<file path="src/rtl/status_decoder.sv">
// Receive-side status word decoder: forwards command data unchanged, then
// decodes the closing 32-bit status word into a registered report held until ack.
module status_decoder #(
  parameter int unsigned TIMEOUT_W = 16
) (
  input  logic        clk,
  input  logic        rst_n,
  input  logic [31:0] in_data,
  input  logic        in_valid,
  input  logic        in_last,
  output logic        in_ready,
  input  logic        nodata,
  output logic [31:0] out_data,
  output logic        out_valid,
  output logic        out_last,
  input  logic        out_ready,
  output logic        st_valid,
  output logic        st_fail,
  output logic        st_err,
  output logic        st_timeout,
  input  logic        st_ack
);

  typedef enum logic [1:0] {
    PASS,
    WAIT_STATUS,
    REPORT
  } state_t;

  localparam logic [3:0] CODE_SUCCESS = 4'b1110;
  localparam logic [3:0] CODE_FAILURE = 4'b1111;
  // Count value whose increment lands on 2^TIMEOUT_W-1.
  localparam logic [TIMEOUT_W-1:0] WD_PRE = {{(TIMEOUT_W-1){1'b1}}, 1'b0};

  state_t               state, state_nx;
  logic [TIMEOUT_W-1:0] wd, wd_nx;
  logic                 valid_nx, fail_nx, err_nx, timeout_nx;
  logic [3:0]           code;
  logic                 dec_fail, dec_err;

  assign code     = in_data[31:28];
  assign dec_fail = (code == CODE_FAILURE);
  assign dec_err  = ((code != CODE_SUCCESS) && (code != CODE_FAILURE)) || (|in_data[27:0]);

  always_comb begin
    state_nx   = state;
    wd_nx      = wd;
    valid_nx   = st_valid;
    fail_nx    = st_fail;
    err_nx     = st_err;
    timeout_nx = st_timeout;
    in_ready   = 1'b0;
    out_valid  = 1'b0;
    out_last   = 1'b0;
    out_data   = in_data;

    unique case (state)
      PASS: begin
        out_last = in_last;
        if (nodata) begin
          state_nx = WAIT_STATUS;
          wd_nx    = '0;
        end else begin
          in_ready  = out_ready;
          out_valid = in_valid;
          if (in_valid && out_ready && in_last) begin
            state_nx = WAIT_STATUS;
            wd_nx    = '0;
          end
        end
      end

      WAIT_STATUS: begin
        in_ready = 1'b1;
        if (in_valid) begin
          state_nx   = REPORT;
          valid_nx   = 1'b1;
          fail_nx    = dec_fail;
          err_nx     = dec_err;
          timeout_nx = 1'b0;
        end else begin
          wd_nx = wd + TIMEOUT_W'(1);
          if (wd == WD_PRE) begin
            state_nx   = REPORT;
            valid_nx   = 1'b1;
            fail_nx    = 1'b0;
            err_nx     = 1'b0;
            timeout_nx = 1'b1;
          end
        end
      end

      REPORT: begin
        if (st_ack) begin
          state_nx   = PASS;
          wd_nx      = '0;
          valid_nx   = 1'b0;
          fail_nx    = 1'b0;
          err_nx     = 1'b0;
          timeout_nx = 1'b0;
        end
      end

      default: begin
        state_nx = PASS;
        wd_nx    = '0;
      end
    endcase
  end

  always_ff @(posedge clk or negedge rst_n) begin
    if (!rst_n) begin
      state      <= PASS;
      wd         <= '0;
      st_valid   <= 1'b0;
      st_fail    <= 1'b0;
      st_err     <= 1'b0;
      st_timeout <= 1'b0;
    end else begin
      state      <= state_nx;
      wd         <= wd_nx;
      st_valid   <= valid_nx;
      st_fail    <= fail_nx;
      st_err     <= err_nx;
      st_timeout <= timeout_nx;
    end
  end

endmodule

</file>
<file path="config.mk">
export PLATFORM = sky130hd
export DESIGN_NAME = status_decoder
export DESIGN_NICKNAME = d
export VERILOG_FILES = /design/src/rtl/status_decoder.sv
export SDC_FILE = /design/constraint.sdc
export NUM_CORES = 1
export LEC_CHECK = 0
export CORE_MARGIN = 2
export CORE_UTILIZATION = 43
export DETAILED_ROUTE_END_ITERATION = 10
export GPL_ROUTABILITY_DRIVEN = 0
export PLACE_DENSITY = 0.89
export SYNTH_ARGS = -nofsm -noshare
export SYNTH_HDL_FRONTEND = slang
export SYNTH_SLANG_ARGS = --single-unit
export TNS_END_PERCENT = 5
</file>
<file path="constraint.sdc">
create_clock -name clk -period 3.05 [get_ports clk]
set_input_delay 0.4575 -clock clk [delete_from_list [all_inputs] [get_ports clk]]
set_output_delay 0.4575 -clock clk [all_outputs]
set_load 0.05 [all_outputs]
</file>
**Word level (Yosys, flattened, before mapping)**

Index checks and enable logic that the tools add are counted.

- Flip-flop bits (word level): 22
- Input bits: 39
- Output and inout bits: 39
- Word-level logic and storage cells: 54

- Add/sub/neg operators: 1
- Eq/ne operators: 10
- Multiplexer cells: 27
- Reduce and logical (&&, ||, !) cells: 10

Operator list:

| kind | number |
|---|---|
| $mux W16 | 4 |
| $pmux W16 S3 | 1 |
| $reduce_or A28 Y1 | 1 |
| $add A16 B1 Y16 const B | 1 |
| $eq A16 B16 Y1 const B | 1 |
| $mux W1 | 11 |
| $mux W2 | 5 |
| $pmux W1 S2 | 5 |
| $reduce_and A3 Y1 | 3 |
| $ne A4 B4 Y1 const B | 2 |
| $ne A3 B3 Y1 const B | 2 |
| $pmux W2 S3 | 1 |
| $eq A4 B4 Y1 const B | 1 |
| $ne A2 B2 Y1 const B | 2 |
| $logic_and A1 B1 Y1 | 3 |
| $eq A2 B1 Y1 const B | 1 |
| $eq A2 B2 Y1 const B | 1 |
| $logic_not A2 Y1 | 1 |
| $reduce_bool A2 Y1 | 1 |
| $logic_or A1 B1 Y1 | 1 |

**Longest topological paths before layout**

- Depth in word-level cells: 5
- Mapped depth: 7

**Worst setup path before layout**

No wires, ideal clock.

- Path type: register -> output
- Start point: register state[0]
- End point: output port out_last
- Data arrival time: 1.611 ns
- Slack: 0.982 ns
- Cell stages (with the launch flop): 2
- Path buffers: 0
- Path through: dfrtp_1 -> nor3b_1

- Word-level cells in the longest chain between the ends: 2

RTL lines:

| what | line | text |
|---|---|---|
| start: declaration | 35 | `state_t state, state_nx;` |
| start signal: assignment | 120 | `state <= state_nx;` |
| $logic_not A2 Y1 | 57 | `unique case (state)` |
| $mux W1 | 57 |  |
| end: declaration | 15 | `output logic out_last,` |

No other way between the ends.

**Worst setup path after layout**

- Start point: register state[0]
- End point: output port out_valid

- Word-level cells in the longest chain between the ends: 2

RTL lines:

| what | line | text |
|---|---|---|
| $logic_not A2 Y1 | 57 |  |
| $mux W1 | 57 |  |
| end: declaration | 14 | `output logic out_valid,` |

No other way between the ends.

==> flow_summary.yaml <==
die:
  die_h_um: 63.4
  initial_utilization: 0.452
  core_um2: 3360
  dieArea_um2: 4020
  ioPinCount: 78
  placementRows: 21
  die_w_um: 63.4
global_routing:
  grt_max_degree: 25
  grt_antenna_before_repair: 0
  grt.overflow.total: 0
  grt_pass1_vias: 1398
  grt_pass1_wl_um: 6710
  grt_usage: 0.205
layout:
  layout.nets: 259
  n_fill_cell: 302
  final_cell_mix: "77 x clkdlybuf4s50_1, 22 x dfrtp_1, 17 x nand2_1"
  stdcell_count: 262
  antenna_cells: 0
  layout_commonest_cell: "clkdlybuf4s50_1"
  areaGrowthSynthToFinish_pct: 38.2
  drive_gt1_frac: 0.0324
worst_hold_path:
  hold_path.startpoint: "st_fail"
  min_to: "st_fail"
  hold_path.class: "register to register"
  holdPathStages: 1
routing:
  vias_per_cell: 5.52
  drtPass1Iterations: 4
  num_vias: 1446
  drt_iter0_drc: 52
  routed_wl_um: 4010
  drc: 0
  antenna_left: 0
  wl_per_cell_um: 15.3
synthesis:
  synth_edf_count: 0
  synthCells: 172
  syn_area_um2: 1520
  synthMuxAreaShare: 0
  synth_seq_area_share: 0.362
  avgSynthCellArea_um2: 8.83
  synth_top_area_cell: "dfrtp_1"
  ys.warnings.count: 0
  synthArstFlopShare: 1.00
  synth_compound_area_frac: 0.164
  ys.flop_type: "dfrtp_1"
  synth_seq_cells: 22
  yosys.area_share.adder: 0.0165
  yosysUniqueCellTypes: 34
  synth_top_area_frac: 0.362
  synth_xor_xnor_area_share: 0.00577
  synthTopCellsByArea: "dfrtp_1 36%, buf_4 17%, or4_1 5.9%"
  synth_top_family_by_area: "simple AND/OR/NAND/NOR gates"
  synth-simple-area-share: 0.266
  synth_nets: 213
sta:
  fmax_mhz: 369
  fin_crit_ps: 2710
  finalHoldViolations: 0
  setup_violations: 0
  rsz0062_at_grt: "no"
  finalCritPeriodShare: 0.887
  max_slew_margin: 0.322
  final_max_slew_viol_count: 0
  hold_ws_ps: 512
  fin_setup_tns_ps: 0
  clock_skew_ps: 2.05
  tightest_slew_ps: 1010
setup_path:
  crit_fanout: 9
  worstSetupPathType: "register to primary output"
  required_ps: 2590
  cp-end-kind: "primary output"
  r2r_start: "state[0]"
  r2r_setup_slack_ps: 860
  regToRegEndpoint: "wd[11]"
  worstRegToRegCells: 4
  critPathLaunchType: "register"
  worst_ep_arrival_time_ps: 2250
clocking:
  cts_sinks: 22
  path_clk_slew_ps: 120
  clock_insertion_delay_worst_skew_ps: 310
  post_cts_buffers: 0
  htree_levels: 1
  cts_max_path_buffers: 2
  hold_buffers: 0
  root_buffer: "clkbuf_4"
  cts_tree: "done"
  ctsResizeCount: 0
  cts_buffers: 3
power:
  power_leakage_uw: 0.000798
  ir_drop_v: 0.000510
  power.density_nw_per_um2: 548
status:
  outcome: "complete, no violations"
flow_run:
  drv_cap: 0
place:
  hpwlAfterDp_um: 3220
  dp_cells: 259
  io_buffer_count: 77
==> per-layer routing <==
layer | global-route usage | share of wire | vias up
met2 | 0.371 | 0.52 | 46
met1 | 0.251 | 0.42 | 688
li1 | - | - | 706
met4 | 0.0489 | 0.012 | 0
met3 | 0.0375 | 0.051 | 6
met5 | 0 | 0 | -
==> state kept, by name, indices dropped and copies added (netlist names) <==
name / flops
state: 2
st_err: 1
st_timeout: 1
st_fail: 1
st_valid: 1
wd: 16
==> area by class of cell <==
cell class	instances	area [µm²]	area share
clock buffer	3	22.5	0.0107
inverter	3	11.3	0.00536
multi-input combinational	111	687	0.327
sequential	22	551	0.262
tap	46	57.6	0.0274
timing repair buffer	77	771	0.367
==> worst max-delay path, cell delays in order (launching register included) <==
cell	delay, ps
dfrtp_1	480
or3_1	520
nor2_1	130
clkdlybuf4s50_1	810
==> Yosys cell counts, drive strengths merged (2+ instances only) <==
cell type	instances
nor4	8
a21oi	11
o31ai	3
nand2b	2
nor2	6
buf	35
nand3	4
or3	8
inv	3
or4	12
nand4	6
o211ai	5
nand2	17
a22o	2
ha	2
dfrtp	22
o21ai	12
==> report_power, final <==
group          total, µW  switching, µW  internal (µW)
combinational        628            413            214
sequential           388           55.4            332
clock                136           89.5           46.2
==> cells by family (layout without fill, tap and decap cells) <==
| kind of cell | after synthesis | in the layout |
|---|---|---|
| flops | 22 | 22 |
| xor+xnor | 1 | 1 |
| buf+inv | 39 | 83 |
| compound gates | 38 | 38 |
| simple gates | 70 | 70 |
| fa+ha+maj | 2 | 2 |
==> how the worst max path moves through the flow <==
stage,from,end
floorplan,state[0],out_last
finish,state[0],out_valid
global route,state[0],out_valid
global placement,nodata,out_valid
detailed placement,nodata,out_valid
CTS,nodata,out_valid
==> through the flow <==
stage	instance area, µm²	power (µW)	utilization	setup slack (ps)
after floorplan	1520	846	-	982
after global placement	2080	1010	0.618	380
after detailed placement	2080	1020	0.618	345
after CTS	2100	1150	0.624	341
after global routing	2100	1210	0.624	257
final	2100	1150	0.624	343
No activity file was read; power rests on OpenSTA's default activity.
